`src/rtl/mult_pkg.sv`:
```
// Shared definitions for the sequential multiplier: controller state encoding
// and the digit-step count helper.
package mult_pkg;

   typedef enum logic [1:0] {
      IDLE = 2'd0,
      RUN  = 2'd1,
      SIGN = 2'd2
   } state_t;

   function automatic int digit_steps(input int width, input int digit);
      return width / digit;
   endfunction

endpackage

```
`src/rtl/digit_multiplier.sv`:
```
// Combinational WIDTH x DIGIT unsigned multiplier producing one partial product
// per cycle for the sequential multiplier.
module digit_multiplier #(
   parameter int WIDTH = 8,
   parameter int DIGIT = 2
) (
   input  logic [WIDTH-1:0]       a,
   input  logic [DIGIT-1:0]       digit,
   output logic [WIDTH+DIGIT-1:0] partial
);

   // Shift-and-add over the few bits of the digit; DIGIT is at most 4.
   always_comb begin
      partial = '0;
      for (int i = 0; i < DIGIT; i++) begin
         if (digit[i]) begin
            partial = partial + ((WIDTH+DIGIT)'(a) << i);
         end
      end
   end

endmodule

```
`src/rtl/seq_multiplier.sv`:
```
// Sequential signed/unsigned multiplier consuming DIGIT bits of b per cycle,
// MSB digit first, with a start/busy/done handshake.
module seq_multiplier
   import mult_pkg::*;
#(
   parameter int WIDTH = 8,
   parameter int DIGIT = 2
) (
   input  logic               clk,
   input  logic               rst,
   input  logic               start,
   input  logic               signed_mode,
   input  logic [WIDTH-1:0]   a,
   input  logic [WIDTH-1:0]   b,
   output logic               busy,
   output logic               done,
   output logic [2*WIDTH-1:0] product
);

   localparam int N     = digit_steps(WIDTH, DIGIT);
   localparam int CNT_W = (N > 1) ? $clog2(N) : 1;

   state_t               state;
   logic [WIDTH-1:0]     a_reg;
   logic [WIDTH-1:0]     b_reg;
   logic                 neg;
   logic [2*WIDTH-1:0]   acc;
   logic [CNT_W-1:0]     cnt;
   logic [WIDTH+DIGIT-1:0] partial;
   logic [WIDTH-1:0]     a_mag;
   logic [WIDTH-1:0]     b_mag;

   // The most negative operand's magnitude still fits in WIDTH unsigned bits.
   assign a_mag = (signed_mode && a[WIDTH-1]) ? -a : a;
   assign b_mag = (signed_mode && b[WIDTH-1]) ? -b : b;
   assign busy  = (state != IDLE);

   digit_multiplier #(
      .WIDTH (WIDTH),
      .DIGIT (DIGIT)
   ) u_digit_multiplier (
      .a       (a_reg),
      .digit   (b_reg[WIDTH-1 -: DIGIT]),
      .partial (partial)
   );

   // b_reg shifts left each step so its top digit is always the next one.
   always_ff @(posedge clk) begin
      if (!rst) begin
         state   <= IDLE;
         a_reg   <= '0;
         b_reg   <= '0;
         neg     <= 1'b0;
         acc     <= '0;
         cnt     <= '0;
         done    <= 1'b0;
         product <= '0;
      end else begin
         done <= 1'b0;
         case (state)
            IDLE: begin
               if (start) begin
                  a_reg <= a_mag;
                  b_reg <= b_mag;
                  neg   <= signed_mode & (a[WIDTH-1] ^ b[WIDTH-1]);
                  acc   <= '0;
                  cnt   <= '0;
                  state <= RUN;
               end
            end
            RUN: begin
               acc   <= (acc << DIGIT) + (2*WIDTH)'(partial);
               b_reg <= b_reg << DIGIT;
               cnt   <= cnt + CNT_W'(1);
               if (cnt == CNT_W'(N-1)) begin
                  state <= SIGN;
               end
            end
            SIGN: begin
               product <= neg ? -acc : acc;
               done    <= 1'b1;
               state   <= IDLE;
            end
            default: begin
               state <= IDLE;
            end
         endcase
      end
   end

endmodule

```
`config.mk`:
```
export PLATFORM = sky130hd
export DESIGN_NAME = seq_multiplier
export DESIGN_NICKNAME = d
export VERILOG_FILES = /design/src/rtl/mult_pkg.sv /design/src/rtl/digit_multiplier.sv /design/src/rtl/seq_multiplier.sv
export SDC_FILE = /design/constraint.sdc
export NUM_CORES = 1
export LEC_CHECK = 0
export ABC_AREA = 1
export CAP_MARGIN = 25
export CORE_MARGIN = 2
export CORE_UTILIZATION = 58
export DETAILED_ROUTE_END_ITERATION = 10
export PLACE_DENSITY = 0.81
export SYNTH_ARGS = -nofsm -noshare
export SYNTH_HDL_FRONTEND = slang
export SYNTH_SLANG_ARGS = --single-unit
```
`constraint.sdc`:
```
create_clock -name clk -period 3 [get_ports clk]
set_input_delay 0.9 -clock clk [delete_from_list [all_inputs] [get_ports clk]]
set_output_delay 0.9 -clock clk [all_outputs]
set_load 0.02 [all_outputs]
```
==> results.yml <==
detailed_routing:
  avgRoutedWirePerCell_um: 12.2
  via_per_inst: 5.37
  routed_wl_um: 8090
  dr.pass1.iters: 5
  drcViolationCount: 0
  drtAntennaViolNets: 0
  drtIter0Drc: 135
  via_count: 3578
synthesis:
  yosysUniqueCellTypes: 47
  synth_seq_cells: 54
  syn_inst: 560
  async_flop_share_pct: 0
  yosys_most_used_dff: "dfxtp_1"
  synth.cell_area_um2: 3740
  yosysMostFrequentCell: "nand2_1"
  synth_area_leaders: "dfxtp_1 29%, nand2_1 14%, a21oi_1 7.1%"
  synth_warnings: 0
  synth_commonest_cells: "137 x nand2_1, 66 x inv_1, 54 x dfxtp_1, 53 x a21oi_1, 47 x nand3_1"
  synth-edff-count: 0
  seq_area_frac_synth_pct: 28.9
  synth_top_area_share_pct: 28.9
  synth_fp_nets: 600
  syn_avg_cell_area_um2: 6.68
  yosysTopAreaCell: "dfxtp_1"
global_routing:
  grt_pass1_wl_um: 13700
  gr-usage-all-layers_pct: 22.8
  antenna_found_initial: 0
  grt_max_degree: 32
  grt.overflow.total: 0
  grt_pass1_vias: 3282
layout:
  fillers: 537
  final_util_pct: 68.9
  ff_latch_area_um2: 1090
  fin_nets: 628
  antenna_cells: 0
  largestRegisters: "acc: 16 flops, product: 16 flops"
  layout.cells.non_filler: 666
  drive_above_1_share_pct: 12.2
  syn_to_final_growth_pct: 15.7
  multiInputGateArea_um2: 2330
sta:
  hold_slack_ps: 475
  maxSlewHeadroom_pct: 51.7
  skew_ps: 10.8
  finalMaxSlewViolations: 0
  finalCritPeriodShare_pct: 92.8
  worst_pin_slew_ps: 723
  fin_ws_ps: 217
  setup_violations: 0
  period_minus_slack_ps: 2780
  finalHoldViolCount: 0
  max_freq_mhz: 359
critical_path:
  startpoint_type: "flip-flop"
  crit_chain: "nand2_1 > inv_1 > ha_2 > fa_2 > nand2_1 > o21ai_2 > ha_2 > inv_1 > fa_2 > inv_1 > nand3_1 > nand2_2 > nand2_1 > nand2_2 > nand2_1 > nand2_1 > nand3_1 > a21oi_1"
  required_ps: 3250
  cp_top_family: "adder cells"
  slowest_delay_ps: 510
  cpMaxStageDelayCell: "fa_2"
  crit_type: "reg -> reg"
  critPathCaptureType: "flip-flop"
  crit_arrival_ps: 3030
  crit_fanout: 5
  cp_common_cell: "nand2_1"
  path_buf_inv: 3
job:
  maxCapViolations: 0
cts:
  clock_tree.buffer_depth: 2
  clkLatencyLatePin_ps: 310
  cts.sinks: 54
  h-tree-depth: 2
  ctsHoldBuffers: 0
  cts_tree: "done"
  path_clk_slew_ps: 110
  cts_buffers: 5
  root_buffer: "clkbuf_8"
power:
  peakVddDrop_uv: 257
  total_leakage_power_nw: 2.02
  power_mw: 1.54
  power_density_nw_per_um2: 356
floorplan:
  num_rows: 29
  initial_core_util_pct: 59.6
  coreArea_um2: 6280
  fp.dieW_um: 84.3
  die_area_um2: 7110
  die_h_um: 84.3
  pin_count: 38
outcome:
  outcome: "complete, no violations"
placement:
  dp.cells: 656
  dp_hpwl_um: 6110
  pre_cts_slack_ps: 143
  numPortBuffers: 37
  gp_congestion: 0.913
worst_hold_path:
  hold_class: "reg -> reg"
==> metal layers <==
| layer | routed length [um] | part of all wire, % | global-route usage (%) | vias up |
|---|---|---|---|---|
| li1 | - | - | - | 1871 |
| met1 | 3460 | 43 | 26.5 | 1615 |
| met2 | 4210 | 52 | 42.8 | 73 |
| met3 | 248 | 3.1 | 3.44 | 19 |
| met4 | 174 | 2.1 | 7.18 | 0 |
| met5 | 0 | 0 | 0 | - |
==> layout make-up <==
cell class                 instances  area share (%)
clock buffer                       5            1.59
clock inverter                     3            1.13
inverter                          78            6.82
multi-input combinational        408            53.9
sequential                        54            25.1
tap                               77            2.23
timing repair buffer              41            9.25
==> tightest hold or removal path, stage by stage (launching register included) <==
cell and delay (ps):
dfxtp_1 320, nand2_1 60, a21oi_1 50
==> cells by family (layout without fill, tap and decap cells) <==
group,Yosys count,count (layout),share of synthesized area [%]
and+or+nand+nor,257,257,31.9
AOI/OAI and AO/OA,118,118,17.8
buffers and inverters,98,127,11.3
DFF,54,54,28.9
adders and majority gates,20,20,7.09
xor gates and xnor gates,13,13,3.04
==> through the flow <==
stage          cell area [um2]  setup TNS (ps)
2_1_floorplan             3740               0
3_3_place_gp              4100               0
5_1_grt                   4330           -28.3
4_1_cts                   4210               0
3_5_place_dp              4100               0
6_report                  4330               0
==> power by group <==
group	switching [mW]	internal (mW)
registers	0.0304	0.741
logic	0.154	0.107
clock network	0.254	0.255
total	0.438	1.10
==> placed cells by master, fill, tap and decap left out, types with 2 or more instances in the layout <==
| cell | netlist | routed |
|---|---|---|
| xor2_1 | 10 | 10 |
| dfxtp_1 | 54 | 52 |
| fa_2 | 0 | 2 |
| inv_1 | 66 | 66 |
| nand4_1 | 6 | 6 |
| nand2_4 | 4 | 4 |
| a21oi_1 | 53 | 47 |
| o221ai_1 | 3 | 3 |
| buf_4 | 3 | 4 |
| nor2_1 | 38 | 36 |
| ha_4 | 0 | 3 |
| clkdlybuf4s50_1 | 0 | 37 |
| a22oi_1 | 4 | 4 |
| nor3_1 | 3 | 3 |
| a21o_1 | 2 | 2 |
| nand2_2 | 3 | 8 |
| nand2_1 | 137 | 132 |
| nand3_2 | 2 | 2 |
| clkbuf_8 | 0 | 5 |
| nor2_4 | 3 | 3 |
| nand3_1 | 47 | 47 |
| nor2_2 | 3 | 5 |
| a31oi_1 | 4 | 4 |
| xnor2_1 | 3 | 3 |
| inv_2 | 10 | 10 |
| nand3b_2 | 2 | 2 |
| ha_2 | 0 | 2 |
| nor3_2 | 2 | 2 |
| a21oi_2 | 2 | 8 |
| nand3b_1 | 2 | 2 |
| o21ai_1 | 4 | 4 |
| o21ai_0 | 36 | 35 |
| a21boi_0 | 3 | 3 |
| ha_1 | 18 | 13 |
==> final timing paths <==
path	endpoint	startpoint	slack, ps	depth (start not counted)
worst max-delay path	acc[12]	a_reg[1]	220	18
worst min-delay path	b_reg[0]	b_reg[0]	470	2
worst max register to register	acc[12]	a_reg[1]	220	18
worst min register to register	b_reg[0]	b_reg[0]	470	2
==> what timing repair did <==
item	4_1_cts	5_1_grt
endpoints found under the hold margin	0	0
setup buffers	0	2
resized for setup	0	26
setup endpoints to repair	0	9
(Power assumes the default switching activity.)
